<file path="src/rtl/pong_game_ctrl_if.sv">
// Signal bundle between the pong graphics block and its game-level controller.
// The controller sits on the slave side; the graphics block and scan generator sit on the master side.
interface pong_game_ctrl_if;
  logic [1:0] btn1;
  logic [1:0] btn2;
  logic [9:0] pix_x;
  logic [9:0] pix_y;
  logic       miss;
  logic       hit_left;
  logic       hit_right;
  logic       graph_still;
  logic       game_over;
  logic [1:0] balls_left;
  logic [7:0] rally;
  logic [1:0] state;

  modport master (
    output btn1, btn2, pix_x, pix_y, miss, hit_left, hit_right,
    input  graph_still, game_over, balls_left, rally, state
  );

  modport slave (
    input  btn1, btn2, pix_x, pix_y, miss, hit_left, hit_right,
    output graph_still, game_over, balls_left, rally, state
  );
endinterface

</file>
<file path="src/rtl/pong_game_ctrl.sv">
// Pong game-level controller: ball count, BCD rally counter and frame-based delay timer.
// It turns the graphics block's level events into single-cycle pulses and drives graph_still back to it.
module pong_game_ctrl #(
  parameter int BALLS_INIT   = 3,
  parameter int TIMER_FRAMES = 120,
  parameter int REFR_Y       = 481
) (
  input  logic           clk,
  input  logic           reset,
  pong_game_ctrl_if.slave bus
);

  localparam logic [1:0] ST_NEWGAME = 2'b00;
  localparam logic [1:0] ST_PLAY    = 2'b01;
  localparam logic [1:0] ST_NEWBALL = 2'b10;
  localparam logic [1:0] ST_OVER    = 2'b11;

  localparam logic [1:0] BALLS_START = 2'(BALLS_INIT);
  localparam logic [7:0] TIMER_LOAD  = 8'(TIMER_FRAMES);
  localparam logic [9:0] REFR_LINE   = 10'(REFR_Y);

  localparam int EV_FRAME = 0;
  localparam int EV_BTN   = 1;
  localparam int EV_MISS  = 2;
  localparam int EV_HIT   = 3;
  localparam int EV_NUM   = 4;

  logic [EV_NUM-1:0] evt_src;
  logic [EV_NUM-1:0] evt_hist_reg;
  logic [EV_NUM-1:0] evt_pulse;

  logic       frame_tick;
  logic       btn_evt;
  logic       miss_evt;
  logic       hit_evt;

  logic [1:0] state_reg, state_next;
  logic [1:0] balls_reg, balls_next;
  logic [7:0] rally_reg, rally_next;
  logic [7:0] timer_reg, timer_next;
  logic [7:0] timer_dec;
  logic       timer_load;
  logic       graph_still_reg, graph_still_next;
  logic       game_over_reg, game_over_next;

  // The frame condition stays true while pix_x sits at 0, so only its rising edge counts.
  assign evt_src[EV_FRAME] = (bus.pix_y == REFR_LINE) && (bus.pix_x == 10'd0);
  assign evt_src[EV_BTN]   = |{bus.btn1, bus.btn2};
  assign evt_src[EV_MISS]  = bus.miss;
  assign evt_src[EV_HIT]   = bus.hit_left | bus.hit_right;

  genvar gi;
  generate
    for (gi = 0; gi < EV_NUM; gi++) begin : g_edge
      assign evt_pulse[gi] = evt_src[gi] & ~evt_hist_reg[gi];
    end
  endgenerate

  assign frame_tick = evt_pulse[EV_FRAME];
  assign btn_evt    = evt_pulse[EV_BTN];
  assign miss_evt   = evt_pulse[EV_MISS];
  assign hit_evt    = evt_pulse[EV_HIT];

  always_ff @(posedge clk or posedge reset) begin
    if (reset) begin
      evt_hist_reg <= '0;
    end else begin
      evt_hist_reg <= evt_src;
    end
  end

  function automatic logic [7:0] bcd_inc(input logic [7:0] v);
    logic [7:0] r;
    if (v == 8'h99) begin
      r = v;
    end else if (v[3:0] == 4'd9) begin
      r = {v[7:4] + 4'd1, 4'd0};
    end else begin
      r = {v[7:4], v[3:0] + 4'd1};
    end
    return r;
  endfunction

  assign timer_dec  = (frame_tick && (timer_reg != 8'd0)) ? timer_reg - 8'd1 : timer_reg;
  // A load on the same clock as a frame tick takes priority over the decrement.
  assign timer_next = timer_load ? TIMER_LOAD : timer_dec;

  always_comb begin
    state_next = state_reg;
    balls_next = balls_reg;
    rally_next = rally_reg;
    timer_load = 1'b0;
    case (state_reg)
      ST_NEWGAME: begin
        if (btn_evt) begin
          state_next = ST_PLAY;
          balls_next = BALLS_START;
          rally_next = 8'h00;
        end
      end
      ST_PLAY: begin
        if (miss_evt) begin
          rally_next = 8'h00;
          timer_load = 1'b1;
          if (balls_reg > 2'd1) begin
            balls_next = balls_reg - 2'd1;
            state_next = ST_NEWBALL;
          end else begin
            balls_next = 2'd0;
            state_next = ST_OVER;
          end
        end else if (hit_evt) begin
          rally_next = bcd_inc(rally_reg);
        end
      end
      ST_NEWBALL: begin
        if ((timer_reg == 8'd0) && btn_evt) begin
          state_next = ST_PLAY;
        end
      end
      ST_OVER: begin
        if (timer_dec == 8'd0) begin
          state_next = ST_NEWGAME;
        end
      end
      default: begin
        state_next = ST_NEWGAME;
      end
    endcase
  end

  assign graph_still_next = (state_next != ST_PLAY);
  assign game_over_next   = (state_next == ST_OVER);

  always_ff @(posedge clk or posedge reset) begin
    if (reset) begin
      state_reg       <= ST_NEWGAME;
      balls_reg       <= BALLS_START;
      rally_reg       <= 8'h00;
      timer_reg       <= 8'd0;
      graph_still_reg <= 1'b1;
      game_over_reg   <= 1'b0;
    end else begin
      state_reg       <= state_next;
      balls_reg       <= balls_next;
      rally_reg       <= rally_next;
      timer_reg       <= timer_next;
      graph_still_reg <= graph_still_next;
      game_over_reg   <= game_over_next;
    end
  end

  assign bus.state       = state_reg;
  assign bus.balls_left  = balls_reg;
  assign bus.rally       = rally_reg;
  assign bus.graph_still = graph_still_reg;
  assign bus.game_over   = game_over_reg;

endmodule

</file>
<file path="src/flat_wrapper.sv">
// flat-port wrapper written by rule: the top's interface ports become plain ports
module pong_game_ctrl_flat 
#(
  parameter int BALLS_INIT   = 3,
  parameter int TIMER_FRAMES = 120,
  parameter int REFR_Y       = 481
)
  (clk, reset, bus_btn1, bus_btn2, bus_pix_x, bus_pix_y, bus_miss, bus_hit_left, bus_hit_right, bus_graph_still, bus_game_over, bus_balls_left, bus_rally, bus_state);
  pong_game_ctrl_if bus_i ();
  input  logic clk;
  input  logic reset;
  input wire logic [$bits(bus_i.btn1)-1:0] bus_btn1;
  input wire logic [$bits(bus_i.btn2)-1:0] bus_btn2;
  input wire logic [$bits(bus_i.pix_x)-1:0] bus_pix_x;
  input wire logic [$bits(bus_i.pix_y)-1:0] bus_pix_y;
  input wire logic [$bits(bus_i.miss)-1:0] bus_miss;
  input wire logic [$bits(bus_i.hit_left)-1:0] bus_hit_left;
  input wire logic [$bits(bus_i.hit_right)-1:0] bus_hit_right;
  output wire logic [$bits(bus_i.graph_still)-1:0] bus_graph_still;
  output wire logic [$bits(bus_i.game_over)-1:0] bus_game_over;
  output wire logic [$bits(bus_i.balls_left)-1:0] bus_balls_left;
  output wire logic [$bits(bus_i.rally)-1:0] bus_rally;
  output wire logic [$bits(bus_i.state)-1:0] bus_state;
  assign bus_i.btn1 = bus_btn1;
  assign bus_i.btn2 = bus_btn2;
  assign bus_i.pix_x = bus_pix_x;
  assign bus_i.pix_y = bus_pix_y;
  assign bus_i.miss = bus_miss;
  assign bus_i.hit_left = bus_hit_left;
  assign bus_i.hit_right = bus_hit_right;
  assign bus_graph_still = bus_i.graph_still;
  assign bus_game_over = bus_i.game_over;
  assign bus_balls_left = bus_i.balls_left;
  assign bus_rally = bus_i.rally;
  assign bus_state = bus_i.state;
  pong_game_ctrl #(.BALLS_INIT(BALLS_INIT), .TIMER_FRAMES(TIMER_FRAMES), .REFR_Y(REFR_Y)) u_core (.clk(clk), .reset(reset), .bus(bus_i));
endmodule
</file>
<file path="config.mk">
export PLATFORM = sky130hd
export DESIGN_NAME = pong_game_ctrl_flat
export DESIGN_NICKNAME = d
export VERILOG_FILES = /design/src/rtl/pong_game_ctrl_if.sv /design/src/rtl/pong_game_ctrl.sv /design/src/flat_wrapper.sv
export SDC_FILE = /design/constraint.sdc
export NUM_CORES = 1
export LEC_CHECK = 0
export BUFFER_PORTS_ARGS = -buffer_cell sky130_fd_sc_hd__buf_2
export CAP_MARGIN = 20
export CORE_MARGIN = 4
export CORE_UTILIZATION = 50
export DETAILED_ROUTE_END_ITERATION = 10
export PLACE_DENSITY = 0.77
export SYNTH_ARGS = -nofsm -noshare
export SYNTH_HDL_FRONTEND = slang
export SYNTH_SLANG_ARGS = --single-unit
</file>
<file path="constraint.sdc">
create_clock -name clk -period 2.3 [get_ports clk]
set_input_delay 0.23 -clock clk [delete_from_list [all_inputs] [get_ports clk]]
set_output_delay 0.23 -clock clk [all_outputs]
set_load 0.01 [all_outputs]
</file>
# Yosys cells after proc, flatten, opt, wreduce, memory -nomap -nowiden
# Cells that the tools add are included.
[totals]
input_bits = 29
wordCells = 68
reg_bits = 26
[op_classes]
n_lt_le_gt_ge = 1
add_sub_neg = 4
n_reduce_logical = 13
n_mux = 20
eq_ne = 13
bitwise = 9
[ops]
columns = ["op", "count"]
rows = [
  ["8-bit 2-to-1 mux", 7],
  ["8-bit logical NOT", 2],
  ["8-bit case mux with 2 select lines", 1],
  ["2-bit 2-to-1 mux", 7],
  ["10-bit by 9-bit equality test with 1-bit output (second input constant)", 1],
  ["10-bit logical NOT", 1],
  ["4-bit by 1-bit adder with 4-bit output (second input constant)", 2],
  ["8-bit equality test (second input constant)", 1],
  ["2-bit case mux with 4 select lines", 1],
  ["8-bit nonzero test", 1],
  ["8-bit by 1-bit subtractor with 8-bit output (second input constant)", 1],
  ["2-bit equality test (second input constant)", 3],
  ["2-bit by 1-bit inequality test with 1-bit output (second input constant)", 3],
  ["3-bit by 1-bit inequality test with 1-bit output (second input constant)", 2],
  ["5-bit AND reduction", 1],
  ["1-bit bitwise AND", 4],
  ["4-bit equality test (second input constant)", 1],
  ["1-bit inverter", 4],
  ["2-bit case mux with 2 select lines", 1],
  ["4-bit AND reduction", 1],
  ["4-bit OR reduction", 1],
  ["1-bit logical AND", 3],
  ["1-bit 2-to-1 mux", 3],
  ["3-bit by 2-bit inequality test with 1-bit output (second input constant)", 1],
  ["7 further kinds", 7],
]

# Logic depth before layout (Yosys ltp)
# Gate-level depths: netlist (run 1).
[depth]
ltp_word = 9
ltp_mapped = 8

# Worst setup path before layout (run 1)
# OpenSTA, ideal clock, no wires.
[synth_path]
path_kind = "reg-to-reg"
from = "register u_core.timer_reg[0]"
to = "register u_core.state_reg[0], in the netlist u_core.bus.state[0]"
setup_ns = 0.082
arrival_ns = 1.749
stages_incl_launch_ff = 9
period_less_slack_ns = 1.831
n_path_buf = 0
required_ns = 2.218
path_slack_ns = 0.469
path_cell_list = "dfrtp_1 > inv_1 > ha_1 > or3b_1 > a31oi_1 > o21ai_0 > mux2i_1 > nor3b_2 > a31oi_1"
[synth_via]
elab_chain_cells = 6
word_cells_on_any_way = 10
cone_classes = "add/sub (1); mux (4); reduce/logical (5)"
[synth_lines]
columns = ["element", "line", "rtl"]
rows = [
  ["start, declared", "pong_game_ctrl.sv:40", "logic [7:0] timer_reg, timer_next;"],
  ["start signal, assigned", "pong_game_ctrl.sv:147", "timer_reg <= timer_next;"],
  ["parallel branches: the longest is 5 deep, another holds 8-bit by 1-bit subtractor with 8-bit output", "-", ""],
  ["2-bit case mux with 4 select lines *", "pong_game_ctrl.sv:93", "case (state_reg)"],
  ["net u_core.state_next[0]", "pong_game_ctrl.sv:37", "logic [1:0] state_reg, state_next;"],
  ["end signal, assigned", "pong_game_ctrl.sv:144", "state_reg <= state_next;"],
  ["end, declared", "pong_game_ctrl.sv:37", ""],
]
# Mark *: on every way through the listed nets, which the timed path passes.
# A chain may end at the register's enable or synchronous reset.

# Worst setup path in the final report (run 1)
[layout_path]
from = "register u_core.timer_reg[0]"
to = "register u_core.game_over_reg, in the netlist u_core.bus.game_over"
[layout_via]
elab_chain_cells = 7
word_cells_on_any_way = 11
cone_classes = "add/sub (1); eq/ne (1); mux (4); reduce/logical (5)"
[layout_lines]
columns = ["element", "line", "rtl"]
rows = [
  ["parallel branches: the longest is 5 deep, another holds 8-bit by 1-bit subtractor with 8-bit output", "-", ""],
  ["2-bit case mux with 4 select lines *", "pong_game_ctrl.sv:93", ""],
  ["2-bit equality test *", "pong_game_ctrl.sv:133", "assign game_over_next = (state_next == ST_OVER);"],
  ["net u_core.game_over_next", "pong_game_ctrl.sv:44", "logic game_over_reg, game_over_next;"],
  ["end signal, assigned", "pong_game_ctrl.sv:149", "game_over_reg <= game_over_next;"],
  ["end, declared", "pong_game_ctrl.sv:44", ""],
]
# Marks and branches as above.

==> results of run 1 <==
layer usage:
metal  global-route usage, %  share of wire (%)  up-vias  wire (um)
met4                   7.438                2.4        0         80
met3                   3.417                3.4        8        117
met5                       0                  0        -          0
li1                        -                  -      650          -
met2                   33.82                 53       35       1794
met1                   20.41                 41      635       1403
through the flow:
stage | std cells | hold slack, ps | util [%]
after floorplan | 155 | 261.4 | -
after global placement | 230 | 350.5 | 62.98
after detailed placement | 230 | 359.1 | 62.98
after CTS | 234 | 15.94 | 64.27
after global routing | 235 | 86.01 | 64.85
final | 235 | 85.48 | 64.85
cell families after synthesis:
family / share of synthesized area, %
AND/OR/NAND/NOR: 28.62
flip-flops: 43.77
buffers and inverters: 2.511
AO/OA/AOI/OAI: 13.31
multiplexers: 2.092
adder cells (fa/ha/maj): 5.021
XOR/XNOR: 4.686
timing repair:
item / 4_1_cts / 5_1_grt
hold buffers: 0 / 1
hold endpoints to repair: 0 / 1
gates resized for setup: 0 / 1
setup endpoints to repair: 0 / 2
final timing paths:
check                      depth (start not counted)                  endpoint                 from  slack (ps)
max                                                8      u_core.bus.game_over  u_core.timer_reg[0]         180
min                                                2    u_core.evt_hist_reg[3]                reset          90
max reg2reg                                        8      u_core.bus.game_over  u_core.timer_reg[0]         180
min reg2reg                                        1       u_core.bus.rally[2]  u_core.bus.rally[2]         540
max in group asynchronous                          3  u_core.bus.balls_left[0]                reset        1550
min in group clk                                   2    u_core.evt_hist_reg[3]         bus_hit_left         110
area by class of cell:
cell class,count,share of cell area [%]
Clock buffer,4,1.995
Timing Repair Buffer,47,13.76
Multi-Input combinational cell,119,44.50
Inverter,8,1.651
Sequential cell,26,35.97
Tap cell,31,2.132
synthesized netlist by cell type, types with 3 or more instances:
| library cell | number | share of area (%) |
|---|---|---|
| sky130_fd_sc_hd__nor4_2 | 3 | 2.5 |
| sky130_fd_sc_hd__nor2_1 | 15 | 3.8 |
| sky130_fd_sc_hd__ha_1 | 6 | 5.0 |
| sky130_fd_sc_hd__nand3_1 | 3 | 1.0 |
| sky130_fd_sc_hd__xor2_1 | 5 | 2.9 |
| sky130_fd_sc_hd__a31oi_1 | 4 | 1.7 |
| sky130_fd_sc_hd__dfstp_2 | 3 | 5.3 |
| sky130_fd_sc_hd__dfrtp_1 | 23 | 38 |
| sky130_fd_sc_hd__xnor2_1 | 3 | 1.8 |
| sky130_fd_sc_hd__nand2_1 | 22 | 5.5 |
| sky130_fd_sc_hd__o21ai_0 | 10 | 3.3 |
| sky130_fd_sc_hd__inv_1 | 8 | 2.0 |
| sky130_fd_sc_hd__nor3_1 | 5 | 1.7 |
| sky130_fd_sc_hd__o21ai_1 | 3 | 1.0 |
power groups by stage:
stage,sequential (W),clock (W),combinational (W)
6_report,0.000674,0.000232,0.000393
5_1_grt,0.000688,0.000269,0.000438
4_1_cts,0.000669,0.000238,0.000388
3_5_place_dp,0.000678,0,0.000384
3_3_place_gp,0.000668,0,0.000373
2_1_floorplan,0.000669,0,0.000233
worst reg2reg max path: stages, from the launching register on:
cell	delay, ps
sky130_fd_sc_hd__dfrtp_1	450
sky130_fd_sc_hd__inv_1	110
sky130_fd_sc_hd__ha_1	220
sky130_fd_sc_hd__or3b_1	390
sky130_fd_sc_hd__a31oi_2	240
sky130_fd_sc_hd__o21ai_0	140
sky130_fd_sc_hd__mux2i_1	210
sky130_fd_sc_hd__nor3b_2	90
sky130_fd_sc_hd__o22ai_1	190
==> impl.org, run 1 <==
** Setup path
- Slowest Stage Delay on Critical Path :: 450 ps
- CP max-delay cell :: sky130_fd_sc_hd__dfrtp_1
- Counting both buffers and inverters, the worst setup path holds a total of 1.
- Critical path peak fanout :: 5
- Worst path arrival time :: between 2000 and 2500 ps
- Data on the critical path is required at its endpoint by 2530 ps.
- Crit start category :: flop
- Worst-path cell chain :: inv_1, ha_1, or3b_1, a31oi_2, o21ai_0, mux2i_1, nor3b_2, o22ai_1
- Element type at the critical path end :: flop
- Setup CP Type :: flop to flop
- On the critical path the largest part of the delay comes from compound AO/OA/AOI/OAI gates.

** CTS
- Clock buffers created by TritonCTS :: 3
- The clock passes through at most 2 buffers.
- TritonCTS clock tree :: yes
- Setup bufs post-CTS :: 0
- The clock drives 26 sinks.
- Clock root buffer :: sky130_fd_sc_hd__clkbuf_4
- Register clock-pin slew on the reported worst setup and hold paths :: 140 ps
- Clock latency of the later-clocked register in the worst-skew pair :: 320 ps
- Htree depth :: 1

** Power and ir drop
- Leakage power :: 0.8083 nW
- Internal power comes to 0.0008267 W.
- Dividing total power by cell area gives a power density of 713.5 mW/mm2.
- Net switching is 36.31% of the power.
- NetSw :: between 0.0004 and 0.0005 W
- Of the total power, the clock network draws 17.8%.
- In this run, the combinational gates consume a little under a third of the power.
- Overall power consumption :: 0.001298 W
- Peak supply drop :: 0.4939 mV
- The share of total power dissipated in sequential elements is 51.9%.

** Final layout
- Proportion of layout cells with a drive suffix above 1 :: 33.82%
- Commonest non-fill, non-tap cell in the layout :: sky130_fd_sc_hd__buf_2
- The library cells used most frequently in the layout, excluding fill and tap cells, are sky130_fd_sc_hd__buf_2 (42), sky130_fd_sc_hd__dfrtp_1 (23), sky130_fd_sc_hd__nand2_1 (22), sky130_fd_sc_hd__nor2_1 (15), sky130_fd_sc_hd__o21ai_0 (10).
- The repair_antennas step left the layout with diodes totalling 0.
- Final net count :: 240
- In the final layout, the multi-input gates occupy 809.5 um2.
- Layout Area Growth over Synthesis :: 21.67%
- Across the whole layout, storage elements account for about 650 um2.
- Final Instance Area :: 0.001819 mm2
- Filler cell count in the final layout :: around 260

** Place
- At the end of routability-driven placement, the weighted congestion stood at between 0.7 and 0.8.
- Detailed placement ended at an HPWL of 2646 um.
- Worst setup slack after placement :: 234.6 ps
- Placed Instance Area :: 0.001767 mm2
- Count of port buffers added during placement :: 42

** Floorplanning
- The initial utilization of the core area, before any placement, comes to 53.30%.
- The die covers 0.003929 mm2.
- Pin placement for this block handled 43 I/O pins.
- Number of rows in the core area :: 19
- Area of the core :: 0.002805 mm2
- In this run the vertical extent of the chip is approximately 63 um.
- The die is ~63 um wide.

** Timing
- The max-slew violation count came to 0.
- Worst setup margin :: about 180 ps
- The final critical path takes up between 90 and 100% of the cycle.
- Setup repair after global routing missed its margin :: no
- The routed design could run at a clock period as short as 2120 ps.
- Between clock sinks in the finished design, the worst skew comes to 2.599 ps.
- The final number of hold-violating endpoints is 0.
- Headroom to the max-slew limit came out at 39.20%.
- For this run, the top clock speed supported by timing is 471.7 MHz.
- Number of setup violations in the final report :: 0
- At the pin with the least slew margin, the transition time is around 910 ps.
- Setup Total Neg Slack :: 0 ps

** Routing
- Detail-routed net length per standard cell :: 14.45 um
- For this block, the via count after detailed routing is ~1.3k.
- After the first detailed-routing iteration, the DRC count stood at 65.
- Routed wire length :: 3395 um
- The pre-antenna-repair detailed-routing pass consisted of 4 iterations.
- Via count normalized by instance count :: 5.651
- Drc violations :: 0
- Antenna Violating Nets Remaining :: 0

** Synth
- Async set or reset register ratio after synthesis :: 100.0%
- Of the synthesized area, sequential elements account for between 40% and 50%.
- Number of enable-type register cells in the synthesized netlist :: 0
- Synthesized netlist cell count :: between 150 and 200
- In this run, synthesis produced a sequential element count of 26.
- Post-synthesis cell area :: 0.001495 mm2
- Per-instance average area after synthesis :: 9.646 um2
- Cell variety after synth :: 46
- Total of warnings raised by yosys :: 0
- Among all flip-flop cells after synthesis, the most frequent one is sky130_fd_sc_hd__dfrtp_1.
- Post-Synthesis Net Count :: 190

** Global routing
- Number of antenna violations at the first check in global routing :: 0
- Global routing finished with a remaining overflow of 0.
- Largest net degree at the start of global routing :: 26
- The first global-routing pass estimated 5878 um of wire.
- Via count of the first global-routing pass :: 1,357
- For this run, the total global-route usage over all layers was measured as 18.29%.

** Job
- The tool flagged a number of max-cap violations equal to 0.

** Worst hold path
- The tightest min-delay check is of the primary input to async pin type.

** Run status
- Status :: finished, final reports clean
No activity file was read; power rests on OpenSTA's default activity.
==> run 2: changes to the inputs <==
- GPL_TIMING_DRIVEN: unset -> 0
- PLACE_DENSITY: 0.77 -> 0.86
==> run 2 against run 1 <==
Net effect: worst setup slack better by 39 ps; critical endpoint is now u_core.bus.state[0]; highest routed layer unchanged; power grew 5.6%; critical path type unchanged; global-route usage decreased by 1.5 points; count of clock-buffer cells in the layout down 1; sequential cell count unchanged; design area shrank 0.69%.
==> impl.org, run 2 (synthesis gave the netlist of run 1 again) <==
** Routing
- Detailed-routing iteration count for the pre-antenna-repair pass :: 4
- The final layout contains routed wiring with a total length of ~3000 um.
- Dividing the detail-routed wire length by the instance count gives 13.21 um.
- Antenna Violating Nets Remaining :: 0
- Via count normalized by instance count :: ~5.6
- For this block, the initial DRC count from the detailed router was 88.
- Detailed routing inserted a total of 1,311 vias.
- After detailed routing, the number of remaining DRC violations is 0.

** Final layout
- Cells fill between 60% and 70% of the core in the end.
- Commonest non-fill, non-tap cell in the layout :: sky130_fd_sc_hd__buf_2
- Commonest cells after routing, fill and taps aside :: sky130_fd_sc_hd__buf_2 (42), sky130_fd_sc_hd__dfrtp_1 (23), sky130_fd_sc_hd__nand2_1 (22), sky130_fd_sc_hd__nor2_1 (15), sky130_fd_sc_hd__o21ai_0 (10)
- Final net count :: 238
- Post-route insts no fill :: 233
- Cells with a size suffix above 1 make up 31.68% of the layout.
- Diodes inserted :: 0
- From synthesis to final layout, the design area changed by 20.84%.

** Power and ir drop
- Power spread over the standard cell area amounts to between 700 and 800 mW/mm2.
- Leakage power :: 0.7969 nW
- IR analysis of the VDD net gives a maximum drop of 0.4792 mV.

** CTS
- Counting the buffers created by CTS gives 3.
- TritonCTS clock tree :: yes
- CTS saw 26 sinks.
- Largest buffer count on any clock path :: 2
- In this run the clock root is driven by a sky130_fd_sc_hd__clkbuf_4.
- Htree depth :: 1
- Resized cells post-CTS :: 0
- After clock tree synthesis, the clock-pin slew on the worst setup and hold paths is 150 ps.
- The later pin in the worst-skew pair is clocked with a latency of 330 ps.

** Job
- Across the run, the number of max-cap violations was 0.

** Place
- Routability cong. :: 0.8126
- Detailed placer's ending HPWL :: 2407 um
- Once placement completed, the tool counted placed cells totaling roughly 230.
- Input and output buffers added on the ports amount to 42.
- Worst setup slack after placement :: approximately 250 ps

** Global routing
- Entering global routing, the biggest net connects 27 pins.
- The number of global-route vias before repair is ~1.3k.
- Remaining global-route overflow :: 0
- Global-route wire length before repair :: 5416 um
- The number of antenna violations at the first check in global routing is 0.
- Overall fraction of global-route tracks in use :: 16.82%

** Setup path
- Required time of the critical path :: roughly 2500 ps
- Element type at the critical path end :: flop
- Sum of buffers and inverters on the critical path :: 1
- The setup check on the worst reg-to-reg path leaves a slack of 220 ps.
- Crit Reg-Reg Endpoint :: u_core.bus.state[0]
- Cell count of the worst reg-to-reg path :: 7
- CP max-delay cell :: sky130_fd_sc_hd__dfrtp_1
- In this run the worst path has a maximum fanout of 6.
- Kind of cell adding the most delay to the critical path :: simple AND/OR/NAND/NOR gates
- Worst reg2reg path startpoint :: u_core.timer_reg[0]
- The critical path is of the flop to flop type.
- Worst-path cell chain :: inv_1, ha_1, and4b_1, nor4_4, mux2i_1, nor3b_2, a31oi_1
- STA classifies the critical path startpoint as a flop.
- Slowest Stage Delay on Critical Path :: 450 ps
- Startpoint of the most critical setup path :: u_core.timer_reg[0]
- Data on the critical path arrives at its endpoint at 2300 ps.

** Run status
- Status :: finished, final reports clean

** Timing
- Timing would allow up to 480.5 MHz.
- Setup violations remaining at the end of the flow were counted as 0.
- At the pin with the least slew margin, the transition time is approximately 960 ps.
- Setup slack on the critical path of the routed design comes to 218.7 ps.
- The clock arrives with 8.922 ps of skew.
- In the finished design, the share of the clock period the worst path needs comes to 90.49%.
- Total count of hold-check failures in the final report :: 0
- Final Critical Period :: around 2100 ps
- Setup Total Neg Slack :: 0 ps
- Setup repair after global routing missed its margin :: no
- Measured against its own limit, the worst slew margin works out to 35.61%.
- The max-slew violation count came to 0.

** Worst hold path
- Worst hold path type :: primary input to async pin

** Floorplanning
- Area of the core :: 0.002805 mm2
- Number of rows in the core area :: 19
- The floorplan step set the die width to 62.69 um.
- Starting density of the core :: ~53%
- The die covers 0.003929 mm2.
- For this design the top-level I/O count stands at between 40 and 50.
- Height of the die :: 62.69 um
[run 2: report_power, final]
| group | switching (W) | total [W] | leakage (nW) | internal [W] |
|---|---|---|---|---|
| clock | 0.000146 | 0.000322 | 0.0279 | 0.000176 |
| sequential | 0.0000941 | 0.000652 | 0.319 | 0.000558 |
| combinational | 0.000232 | 0.000397 | 0.450 | 0.000165 |
[run 2: metrics by stage]
step / power, W / area, um2 / hold slack [ps]
detailed placement: 0.001053 / 1744 / 354.9
finish: 0.001371 / 1807 / 90.88
floorplan: 0.0009018 / 1495 / 261.4
CTS: 0.001371 / 1797 / 6.460
global placement: 0.001041 / 1744 / 352.2
global route: 0.001464 / 1807 / 92.26
[run 2: area by class of cell]
class	instances	area, um2
Timing Repair Buffer	43	220.2
Clock inverter	1	30.03
Tap cell	31	38.79
Buffer	2	7.507
Multi-Input combinational cell	119	803.3
Fill cell	234	998.5
Sequential cell	26	654.4
Inverter	8	30.03
Clock buffer	3	22.52
[run 2: worst max path at each step]
stage                           to  slack (ps)  cells after the start
2_1_floorplan  u_core.bus.state[0]         470                      8
3_3_place_gp   u_core.bus.state[0]         250                      7
3_5_place_dp   u_core.bus.state[0]         250                      7
4_1_cts        u_core.bus.state[0]         220                      7
5_1_grt        u_core.bus.state[0]          30                      7
6_report       u_core.bus.state[0]         220                      7
[run 2: what timing repair did]
item / CTS / global route
hold buffers: 0 / 1
buffers inserted: 0 / 0
hold endpoints to repair: 0 / 1
[run 2: routing by layer]
| layer | vias to the layer above | share of wire, % | global-route usage, % |
|---|---|---|---|
| met1 | 627 | 41 | 20.68 |
| li1 | 646 | - | - |
| met4 | 0 | 0.94 | 4.408 |
| met3 | 4 | 5.2 | 4.496 |
| met2 | 34 | 53 | 29.03 |
| met5 | - | 0 | 0 |
